==> src/rtl/opb_pkg.sv <==
// Shared OPB slave definitions: state encoding, register classes,
// byte-lane mapping and address-window compare.
package opb_pkg;

  typedef enum logic [1:0] {
    S_IDLE,
    S_WAIT,
    S_ACK,
    S_HOLD
  } opb_state_t;

  typedef enum logic [1:0] {
    K_CTRL,
    K_STAT,
    K_BAD
  } reg_kind_t;

  // OPB lane k (big-endian) maps to register bits [lsb+7:lsb]
  function automatic int lane_lsb(input int k);
    return 24 - 8 * k;
  endfunction

  function automatic logic in_window(
    input logic [31:0] a,
    input logic [31:0] lo,
    input logic [31:0] hi
  );
    return (a >= lo) && (a <= hi);
  endfunction

endpackage

==> src/rtl/opb_be_reg32.sv <==
// 32-bit register with per-byte write enables in OPB lane order.
// Async active-low reset to a parameterised value.
module opb_be_reg32 #(
  parameter logic [31:0] RST_VAL = 32'h0
) (
  input  logic        clk,
  input  logic        rst_n,
  input  logic        en,
  input  logic [0:3]  be,
  input  logic [31:0] d,
  output logic [31:0] q
);
  import opb_pkg::*;

  always_ff @(posedge clk or negedge rst_n) begin
    if (!rst_n) begin
      q <= RST_VAL;
    end else if (en) begin
      for (int k = 0; k < 4; k++) begin
        if (be[k]) q[lane_lsb(k) +: 8] <= d[lane_lsb(k) +: 8];
      end
    end
  end

endmodule

==> src/rtl/opb_sw_reg_slave.sv <==
// OPB slave exposing software control (r/w) and status (r/o) registers
// with a programmable wait-state count before each acknowledge.
module opb_sw_reg_slave #(
  parameter logic [31:0] C_BASEADDR    = 32'h0100_0000,
  parameter logic [31:0] C_HIGHADDR    = 32'h0100_00FF,
  parameter int          C_NUM_CTRL    = 4,
  parameter int          C_NUM_STAT    = 4,
  parameter int          C_WAIT_STATES = 1,
  parameter logic [31:0] C_CTRL_RST    = 32'h0000_0000
) (
  input  logic                    OPB_Clk,
  input  logic                    OPB_Rst_n,
  input  logic [0:31]             OPB_ABus,
  input  logic [0:3]              OPB_BE,
  input  logic [0:31]             OPB_DBus,
  input  logic                    OPB_RNW,
  input  logic                    OPB_select,
  input  logic                    OPB_seqAddr,
  output logic [0:31]             Sl_DBus,
  output logic                    Sl_xferAck,
  output logic                    Sl_errAck,
  output logic                    Sl_retry,
  output logic                    Sl_toutSup,
  output logic [C_NUM_CTRL*32-1:0] user_ctrl,
  output logic [C_NUM_CTRL-1:0]   user_ctrl_wr,
  input  logic [(C_NUM_STAT > 0 ? C_NUM_STAT : 1)*32-1:0] user_stat
);
  import opb_pkg::*;

  opb_state_t state, state_nx;
  logic [3:0] cnt;

  logic [31:0] addr, off, word;
  logic        hit;
  reg_kind_t   kind;
  logic [31:0] stat_sel;

  logic [31:0] idx_q;
  logic        rnw_q;
  logic [0:3]  be_q;
  logic [31:0] dat_q;
  reg_kind_t   kind_q;
  logic [31:0] stat_q;

  logic [31:0] ctrl_sel, rdata;
  logic        ack, err, commit;
  logic [C_NUM_CTRL-1:0] wr_en;
  logic        unused_ok;

  assign addr = OPB_ABus;
  assign off  = addr - C_BASEADDR;
  assign word = {2'b00, off[31:2]};
  assign hit  = OPB_select && in_window(addr, C_BASEADDR, C_HIGHADDR);

  assign unused_ok = ^{OPB_seqAddr, off[1:0]};

  always_comb begin
    kind = K_BAD;
    if (word < 32'(C_NUM_CTRL)) kind = K_CTRL;
    else if (word < 32'(C_NUM_CTRL + C_NUM_STAT)) kind = K_STAT;
  end

  always_comb begin
    stat_sel = '0;
    for (int i = 0; i < C_NUM_STAT; i++) begin
      if (word == 32'(C_NUM_CTRL + i)) stat_sel = user_stat[i*32 +: 32];
    end
  end

  // Status is shadowed at decode so it stays stable through the wait states
  always_ff @(posedge OPB_Clk or negedge OPB_Rst_n) begin
    if (!OPB_Rst_n) begin
      state  <= S_IDLE;
      cnt    <= '0;
      idx_q  <= '0;
      rnw_q  <= 1'b0;
      be_q   <= '0;
      dat_q  <= '0;
      kind_q <= K_BAD;
      stat_q <= '0;
    end else begin
      state <= state_nx;
      if (state == S_IDLE && hit) begin
        cnt    <= 4'(C_WAIT_STATES);
        idx_q  <= word;
        rnw_q  <= OPB_RNW;
        be_q   <= OPB_BE;
        dat_q  <= OPB_DBus;
        kind_q <= kind;
        stat_q <= stat_sel;
      end else if (state == S_WAIT) begin
        cnt <= cnt - 4'd1;
      end
    end
  end

  always_comb begin
    state_nx = state;
    case (state)
      S_IDLE: if (hit) state_nx = (C_WAIT_STATES == 0) ? S_ACK : S_WAIT;
      S_WAIT: begin
        if (!OPB_select) state_nx = S_IDLE;
        else if (cnt == 4'd1) state_nx = S_ACK;
      end
      S_ACK:   state_nx = S_HOLD;
      S_HOLD:  state_nx = S_IDLE;
      default: state_nx = S_IDLE;
    endcase
  end

  always_comb begin
    ctrl_sel = '0;
    for (int i = 0; i < C_NUM_CTRL; i++) begin
      if (idx_q == 32'(i)) ctrl_sel = user_ctrl[i*32 +: 32];
    end
  end

  assign ack    = (state == S_ACK);
  assign err    = ack && (kind_q == K_BAD ||
                          (kind_q == K_STAT && !rnw_q));
  assign commit = ack && !rnw_q && (kind_q == K_CTRL);
  assign rdata  = (kind_q == K_CTRL) ? ctrl_sel : stat_q;

  assign Sl_xferAck = ack;
  assign Sl_errAck  = err;
  assign Sl_retry   = 1'b0;
  assign Sl_toutSup = (state == S_WAIT);
  assign Sl_DBus    = (ack && rnw_q && !err) ? rdata : '0;

  always_ff @(posedge OPB_Clk or negedge OPB_Rst_n) begin
    if (!OPB_Rst_n) user_ctrl_wr <= '0;
    else            user_ctrl_wr <= wr_en;
  end

  for (genvar i = 0; i < C_NUM_CTRL; i++) begin : g_ctrl
    assign wr_en[i] = commit && (idx_q == 32'(i));
    opb_be_reg32 #(
      .RST_VAL(C_CTRL_RST)
    ) u_reg (
      .clk  (OPB_Clk),
      .rst_n(OPB_Rst_n),
      .en   (wr_en[i]),
      .be   (be_q),
      .d    (dat_q),
      .q    (user_ctrl[i*32 +: 32])
    );
  end

endmodule
==> config.mk <==
export PLATFORM = sky130hd
export DESIGN_NAME = opb_sw_reg_slave
export DESIGN_NICKNAME = d
export VERILOG_FILES = /design/src/rtl/opb_pkg.sv /design/src/rtl/opb_be_reg32.sv /design/src/rtl/opb_sw_reg_slave.sv
export SDC_FILE = /design/constraint.sdc
export NUM_CORES = 1
export LEC_CHECK = 0
export CORE_MARGIN = 8
export CORE_UTILIZATION = 38
export DETAILED_ROUTE_END_ITERATION = 10
export PLACE_DENSITY = 0.67
export SKIP_CTS_REPAIR_TIMING = 1
export SLEW_MARGIN = 20
export SYNTH_ARGS = -nofsm -noshare
export SYNTH_HDL_FRONTEND = slang
export SYNTH_SLANG_ARGS = --single-unit
==> constraint.sdc <==
create_clock -name OPB_Clk -period 4.5 [get_ports OPB_Clk]
set_input_delay 0.675 -clock OPB_Clk [delete_from_list [all_inputs] [get_ports OPB_Clk]]
set_output_delay 0.675 -clock OPB_Clk [all_outputs]
set_load 0.02 [all_outputs]
==> results of run 1 <==
## area by class of cell
cell class | instances | area (um2) | share of cell area, %
Timing Repair Buffer | 383 | 3800 | 22.6
Inverter | 42 | 158 | 0.938
Clock inverter | 8 | 110 | 0.655
Tap cell | 396 | 495 | 2.95
Clock buffer | 41 | 790 | 4.70
Multi-Input combinational cell | 534 | 5480 | 32.6
Sequential cell | 239 | 5980 | 35.6
## registers in the layout (all words and copies together), names as in the netlist, named ones only
| name | count |
|---|---|
| state | 1 |
| rnw_q | 1 |
| be_q | 4 |
| stat_q | 32 |
| user_ctrl_wr | 4 |
| idx_q | 30 |
| dat_q | 32 |
| g_ctrl.u_reg.q | 128 |
| kind_q | 2 |
| cnt | 4 |
## per-layer routing
layer | vias to the layer above | track usage [%]
li1 | 3937 | -
met1 | 4547 | 27.2
met2 | 312 | 35.7
met3 | 52 | 6.13
met4 | 2 | 4.58
met5 | - | 0
## cell usage after synthesis (2+ instances only)
| library cell | number | area (um2) |
|---|---|---|
| ha_1 | 5 | 62.6 |
| inv_1 | 42 | 158 |
| xor2_1 | 2 | 17.5 |
| nand3b_1 | 2 | 15.0 |
| nor3_1 | 5 | 25.0 |
| o22ai_1 | 2 | 12.5 |
| xnor2_1 | 4 | 35.0 |
| nor2_1 | 8 | 30.0 |
| nand2b_1 | 41 | 257 |
| nor4_1 | 12 | 75.1 |
| o21ai_0 | 40 | 200 |
| nand3_1 | 4 | 20.0 |
| buf_4 | 2 | 15.0 |
| or3_1 | 2 | 12.5 |
| or4b_2 | 2 | 20.0 |
| mux2_1 | 16 | 180 |
| buf_1 | 9 | 33.8 |
| nand4_1 | 5 | 31.3 |
| clkbuf_1 | 37 | 139 |
| o31ai_1 | 33 | 248 |
| mux4_2 | 64 | 1440 |
| a21oi_1 | 37 | 185 |
| nor4_4 | 16 | 340 |
| dfrtp_1 | 238 | 5960 |
| or2_2 | 3 | 18.8 |
| mux2_2 | 175 | 1970 |
| buf_2 | 8 | 40.0 |
| nand2_1 | 43 | 161 |
| or4_1 | 2 | 15.0 |
## worst reg2reg max path, stage by stage (launching register included)
cell,delay (ns)
dfrtp_1,0.38
nor4_1,0.35
nand4_1,0.18
or4_4,0.91
nor4_4,0.94
mux2_2,0.43
## worst max-delay path by stage
stage | start | end | slack (ns) | depth (start not counted)
2_1_floorplan | idx_q[21] | Sl_DBus[10] | 1.61 | 7
4_1_cts | idx_q[15] | Sl_DBus[10] | 0.19 | 6
6_report | idx_q[15] | Sl_DBus[10] | 0.29 | 6
3_5_place_dp | OPB_ABus[7] | stat_q[19] | 0.62 | 8
3_3_place_gp | OPB_ABus[7] | dat_q[19] | 0.67 | 9
5_1_grt | idx_q[15] | Sl_DBus[10] | 0.13 | 6
## cells by family (layout without fill, tap and decap cells)
logic type	after synthesis	in the layout	synth area share (%)
muxes	255	255	30.3
DFF	239	239	50.5
and+or+nand+nor	152	152	9.11
AOI/OAI and AO/OA	115	115	5.65
buffers and inverters	99	474	3.35
xor gates and xnor gates	6	6	0.444
adders and majority gates	5	5	0.528
other	1	1	0.0317
## power groups by stage
stage | clock network (mW) | logic [mW] | registers [mW]
after global routing | 2.37 | 0.617 | 2.29
final | 2.22 | 0.563 | 2.28
after detailed placement | 0 | 0.570 | 2.32
after floorplan | 0 | 0.273 | 2.28
after global placement | 0 | 0.561 | 2.32
after CTS | 2.27 | 0.573 | 2.28
## metrics by stage
step                      instances  util [%]  hold WS [ns]
after global routing           1643      54.8         0.228
after floorplan                 872         -         0.379
final                          1643      54.8         0.181
after global placement         1594      51.9         0.472
after detailed placement       1594      51.9         0.485
after CTS                      1643      54.8         0.199
==> qor.yml, run 1 <==
synth_nets: 1078
grt.total_usage_pct: 21.4
postPlaceCellArea_um2: 15900
cts_tree: "yes"
reg2regPathDepth: 5
max_stage_delay_ns: 0.91
peakVddDrop_uv: 227
share_comb_of_total_power_pct: 11.1
diodes: 0
cp_top_family: "simple AND/OR/NAND/NOR gates"
cp_max_fo: 49
r2r_end: "g_ctrl[0].u_reg.q[6]"
grt_max_degree: 105
ant_nets: 0
hold_violations: 0
worst-setup-path-type: "reg -> out"
swShare_pct: 24.2
yosys_warnings: 0
start_util_pct: 38.6
hp-class: "in -> async"
post_drt_wl_per_cell_um: 24.5
nFillCells: 2623
crit_slowest_cell: "or4_4"
pwr-share-seq_pct: 45.0
end_kind: "primary output"
worstPathRequired_ns: 3.83
die-area_um2: 37100
rsz0062_at_grt: "false"
setup.worst_path.start_class: "register"
vias_per_cell: 5.39
crit_buf_inv: 1
grt_overflow: 0
dpl.hpwl_um: 29300
slew_headroom_pct: 26.6
cts_num_sinks: 239
final_max_slew_viol_count: 0
firstDrtPassIters: 5
layout_commonest_cell: "clkdlybuf4s50_1"
cts_made_buffers: 28
period_minus_slack_ns: 4.21
drt_iter0_markers: 382
syn2layout_area_growth_pct: 42.0
synth_edf_count: 0
drive_gt1_share_pct: 26.5
highest_layer: "met5"
status: "finished clean"
max_freq_mhz: 238
worst_pin_slew_ns: 1.10
ys_ff_latch: 239
yosysSeqAreaShare_pct: 50.5
clkLatencyLatePin_ns: 0.55
mostFrequentLayoutCells: "363 x clkdlybuf4s50_1, 236 x dfrtp_1, 175 x mux2_2, 64 x mux4_2, 43 x nand2_1"
fp.dieW_um: 193
met3_length_um: 3450
tns_ns: 0
fin_area_um2: 16800
num_vias: 8850
power_density_nw_per_um2: 301
wirelength_um: 40300
wl_met1_um: 16600
finalPower_mw: 5.07
numPortBuffers: 366
antenna_found_initial: 1
leakage_nw: 7.30
dp_slack_ns: 0.620
num-nets-final: 1434
route.detailed.drc: 0
r2r_start: "idx_q[15]"
arrival_ns: 3.53
fin_skew_ns: 0.0228
grt_pass1_wl_um: 60900
intPower_mw: 3.84
root_buffer: "clkbuf_16"
core-area_um2: 30700
place.gp.congestion: 0.810
met2_length_um: 19400
synth_area_um2: 11800
clkPwrFrac_pct: 43.9
num_rows: 64
cap_violations: 0
synth_ff_type: "dfrtp_1"
htreeDepth: 1
path_clk_slew_ns: 0.06
ff2ff_setup_slack_ns: 1.22
synthArstFlopShare_pct: 100
crit_chain: "nor4_1 > nand4_1 > or4_4 > nand2b_1 > a21oi_1 > clkdlybuf4s50_1"
finalCritPeriodShare_pct: 93.5
synth_cell_types: 42
grt_pass1_vias: 9734
p_sw_mw: 1.23
cts_buffer_depth: 3
die_h_um: 193
syn_area_per_cell_um2: 13.6
syn_inst: 872
pin_count: 369
worst_slack_ns: 0.291
finalSetupViolations: 0
(Power assumes the default switching activity.)
==> run 2: changes to the inputs <==
Settings changed: ABC_CLOCK_PERIOD_IN_PS set to 4500.
==> results of run 2 <==
Final layout, timing and power as in run 1 (identical DEF).
==> run 3: changes to the inputs <==
==> constraint.sdc (replaced) <==
create_clock -name OPB_Clk -period 4.5 [get_ports OPB_Clk]
set_input_delay 0.9 -clock OPB_Clk [delete_from_list [all_inputs] [get_ports OPB_Clk]]
set_output_delay 0.9 -clock OPB_Clk [all_outputs]
set_load 0.02 [all_outputs]
==> run 3 against run 2 <==
  * Total power is 0.72% higher
  * Clock skew is 0.012 ns lower
  * Clock power hardly changed
  * First-iteration DRC count is 4.5% higher
  * Non-clock buffer count stayed put
  * Critical endpoint is now Sl_DBus[12]
  * Highest routed layer unchanged
  * Design area is 0.28% higher
  * Count of clock-buffer cells in the layout is 1 lower
==> qor.yml, run 3 (synthesized netlist as in run 1, its figures left out) <==
place.gp.congestion: 0.807  # -0.44%
grt_max_degree: 98  # -6.7%
path_clk_slew_ns: 0.06  # about the same
swShare_pct: 23.8  # -0.36 points
end_kind: "primary output"
stdcell_count: 1645  # +0.12%
hold_violations: 0  # unchanged
htreeDepth: 1  # unchanged
cts_made_buffers: 28  # unchanged
drive_gt1_share_pct: 26.7  # +0.12 points
finalSetupViolations: 0  # unchanged
route.detailed.drc: 0  # unchanged
share_comb_of_total_power_pct: 11.5  # +0.4 points
antenna_found_initial: 3  # +2
final_util_pct: 55.0  # +0.15 points
grt.total_usage_pct: 21.4  # +0.056 points
worst_pin_slew_ns: 0.922  # -0.178 ns
whs_ns: 0.352  # +0.171 ns
grt_pass1_vias: 9736  # +0.021%
max_freq_mhz: 229  # -3.6%
r2r_end: "g_ctrl[1].u_reg.q[27]"
clkPwrFrac_pct: 43.8  # about the same
pwr-share-seq_pct: 44.6  # -0.4 points
worstPathRequired_ns: 3.60  # -0.23 ns
cts_tree: "yes"
largest_reg_flops: 128  # unchanged
cap_violations: 0  # unchanged
wirelength_um: 41200  # +2.3%
fin_skew_ns: 0.0111  # -0.0117 ns
postPlaceCellArea_um2: 15900  # about the same
leakage_nw: 7.32  # +0.28%
drt_iter0_markers: 399  # +4.5%
num-nets-final: 1437  # +0.21%
largestRegisters: "g_ctrl.u_reg.q (128), dat_q (32), stat_q (32)"
num_rows: 64  # unchanged
period_minus_slack_ns: 4.37  # +0.159 ns
intPower_mw: 3.89  # +1.2%
ff2ff_setup_slack_ns: 1.01  # -0.21 ns
die-area_um2: 37100  # unchanged
grt_pass1_wl_um: 60600  # -0.48%
power_density_nw_per_um2: 303  # +0.45%
slew_headroom_pct: 38.5  # +12 points
core-area_um2: 30700  # unchanged
layout_commonest_cell: "clkdlybuf4s50_1"
firstDrtPassIters: 5  # unchanged
p_sw_mw: 1.22  # -0.79%
num_vias: 8863  # +0.15%
final_max_slew_viol_count: 0  # unchanged
cp_max_fo: 13  # -73%
pin_count: 369  # unchanged
ant_nets: 0  # unchanged
rsz0062_at_grt: "false"
setup.worst_path.start_class: "register"
syn2layout_area_growth_pct: 42.4
finalCritPeriodShare_pct: 97.0  # +3.5 points
die_h_um: 193  # unchanged
regMostFlops: "g_ctrl.u_reg.q"
peakVddDrop_uv: 217  # -4.4%
cts_buffer_depth: 3  # unchanged
cts_num_sinks: 239  # unchanged
worst_slack_ns: 0.133  # -0.159 ns
reg2regPathDepth: 4  # -1
dp_cells: 1592  # -0.13%
worst-setup-path-type: "reg -> out"
arrival_ns: 3.47  # -0.06 ns
hp-class: "in -> async"
status: "finished clean"
grt_overflow: 0  # unchanged
r2r_start: "idx_q[21]"
clkLatencyLatePin_ns: 0.54  # about the same
fp.dieW_um: 193  # unchanged
fin_area_um2: 16900  # +0.28%
dpl.hpwl_um: 29000  # -0.94%
numPortBuffers: 366  # unchanged
root_buffer: "clkbuf_16"
diodes: 0  # unchanged
start_util_pct: 38.6  # unchanged
post_drt_wl_per_cell_um: 25.0  # +2.2%
vias_per_cell: 5.39  # about the same
dp_slack_ns: 0.393  # -0.226 ns
mostFrequentLayoutCells: "363 x clkdlybuf4s50_1, 236 x dfrtp_1, 175 x mux2_2, 64 x mux4_2, 43 x nand2_1"
-- run 3: power groups by stage --
| stage | sequential [mW] | combinational [mW] | clock [mW] |
|---|---|---|---|
| floorplan | 2.28 | 0.273 | 0 |
| global placement | 2.32 | 0.561 | 0 |
| detailed placement | 2.32 | 0.572 | 0 |
| CTS | 2.28 | 0.576 | 2.29 |
| global route | 2.29 | 0.645 | 2.38 |
| finish | 2.28 | 0.588 | 2.24 |
-- run 3: worst max-delay path by stage --
stage	from	endpoint	slack (ns)
after global placement	OPB_ABus[6]	idx_q[6]	0.40
final	idx_q[21]	Sl_DBus[12]	0.13
after floorplan	idx_q[21]	Sl_DBus[10]	1.38
after CTS	idx_q[15]	Sl_DBus[12]	-0.005
after detailed placement	OPB_ABus[6]	idx_q[6]	0.39
after global routing	idx_q[21]	Sl_DBus[12]	0.02
-- run 3: through the flow --
| stage | power (mW) | TNS, ns |
|---|---|---|
| final | 5.10 | 0 |
| after global placement | 2.88 | 0 |
| after CTS | 5.15 | -0.00491 |
| after global routing | 5.31 | 0 |
| after floorplan | 2.56 | 0 |
| after detailed placement | 2.89 | 0 |
-- run 3: layout make-up --
type | instances | area (um2)
clock buffer | 40 | 776
inverter | 42 | 158
clock inverter | 8 | 126
fill | 2608 | 13800
timing repair buffer | 383 | 3810
tap | 396 | 495
multi-input combinational | 537 | 5510
sequential | 239 | 5980
-- run 3: worst max-delay path: stages (launching register included) --
cell and delay [ns]:
dfrtp_1 0.37, or4_1 0.71, or4_4 0.74, nand2b_1 0.20, a21oi_1 0.17, clkdlybuf4s50_1 0.73
-- run 3: routing by layer --
layer  part of all wire (%)  vias to the layer above  track usage [%]
li1                       -                     3946                -
met1                     41                     4510             26.6
met2                     49                      339             36.2
met3                    8.6                       62             6.22
met4                    2.1                        6             5.35
met5                  0.087                        -                0
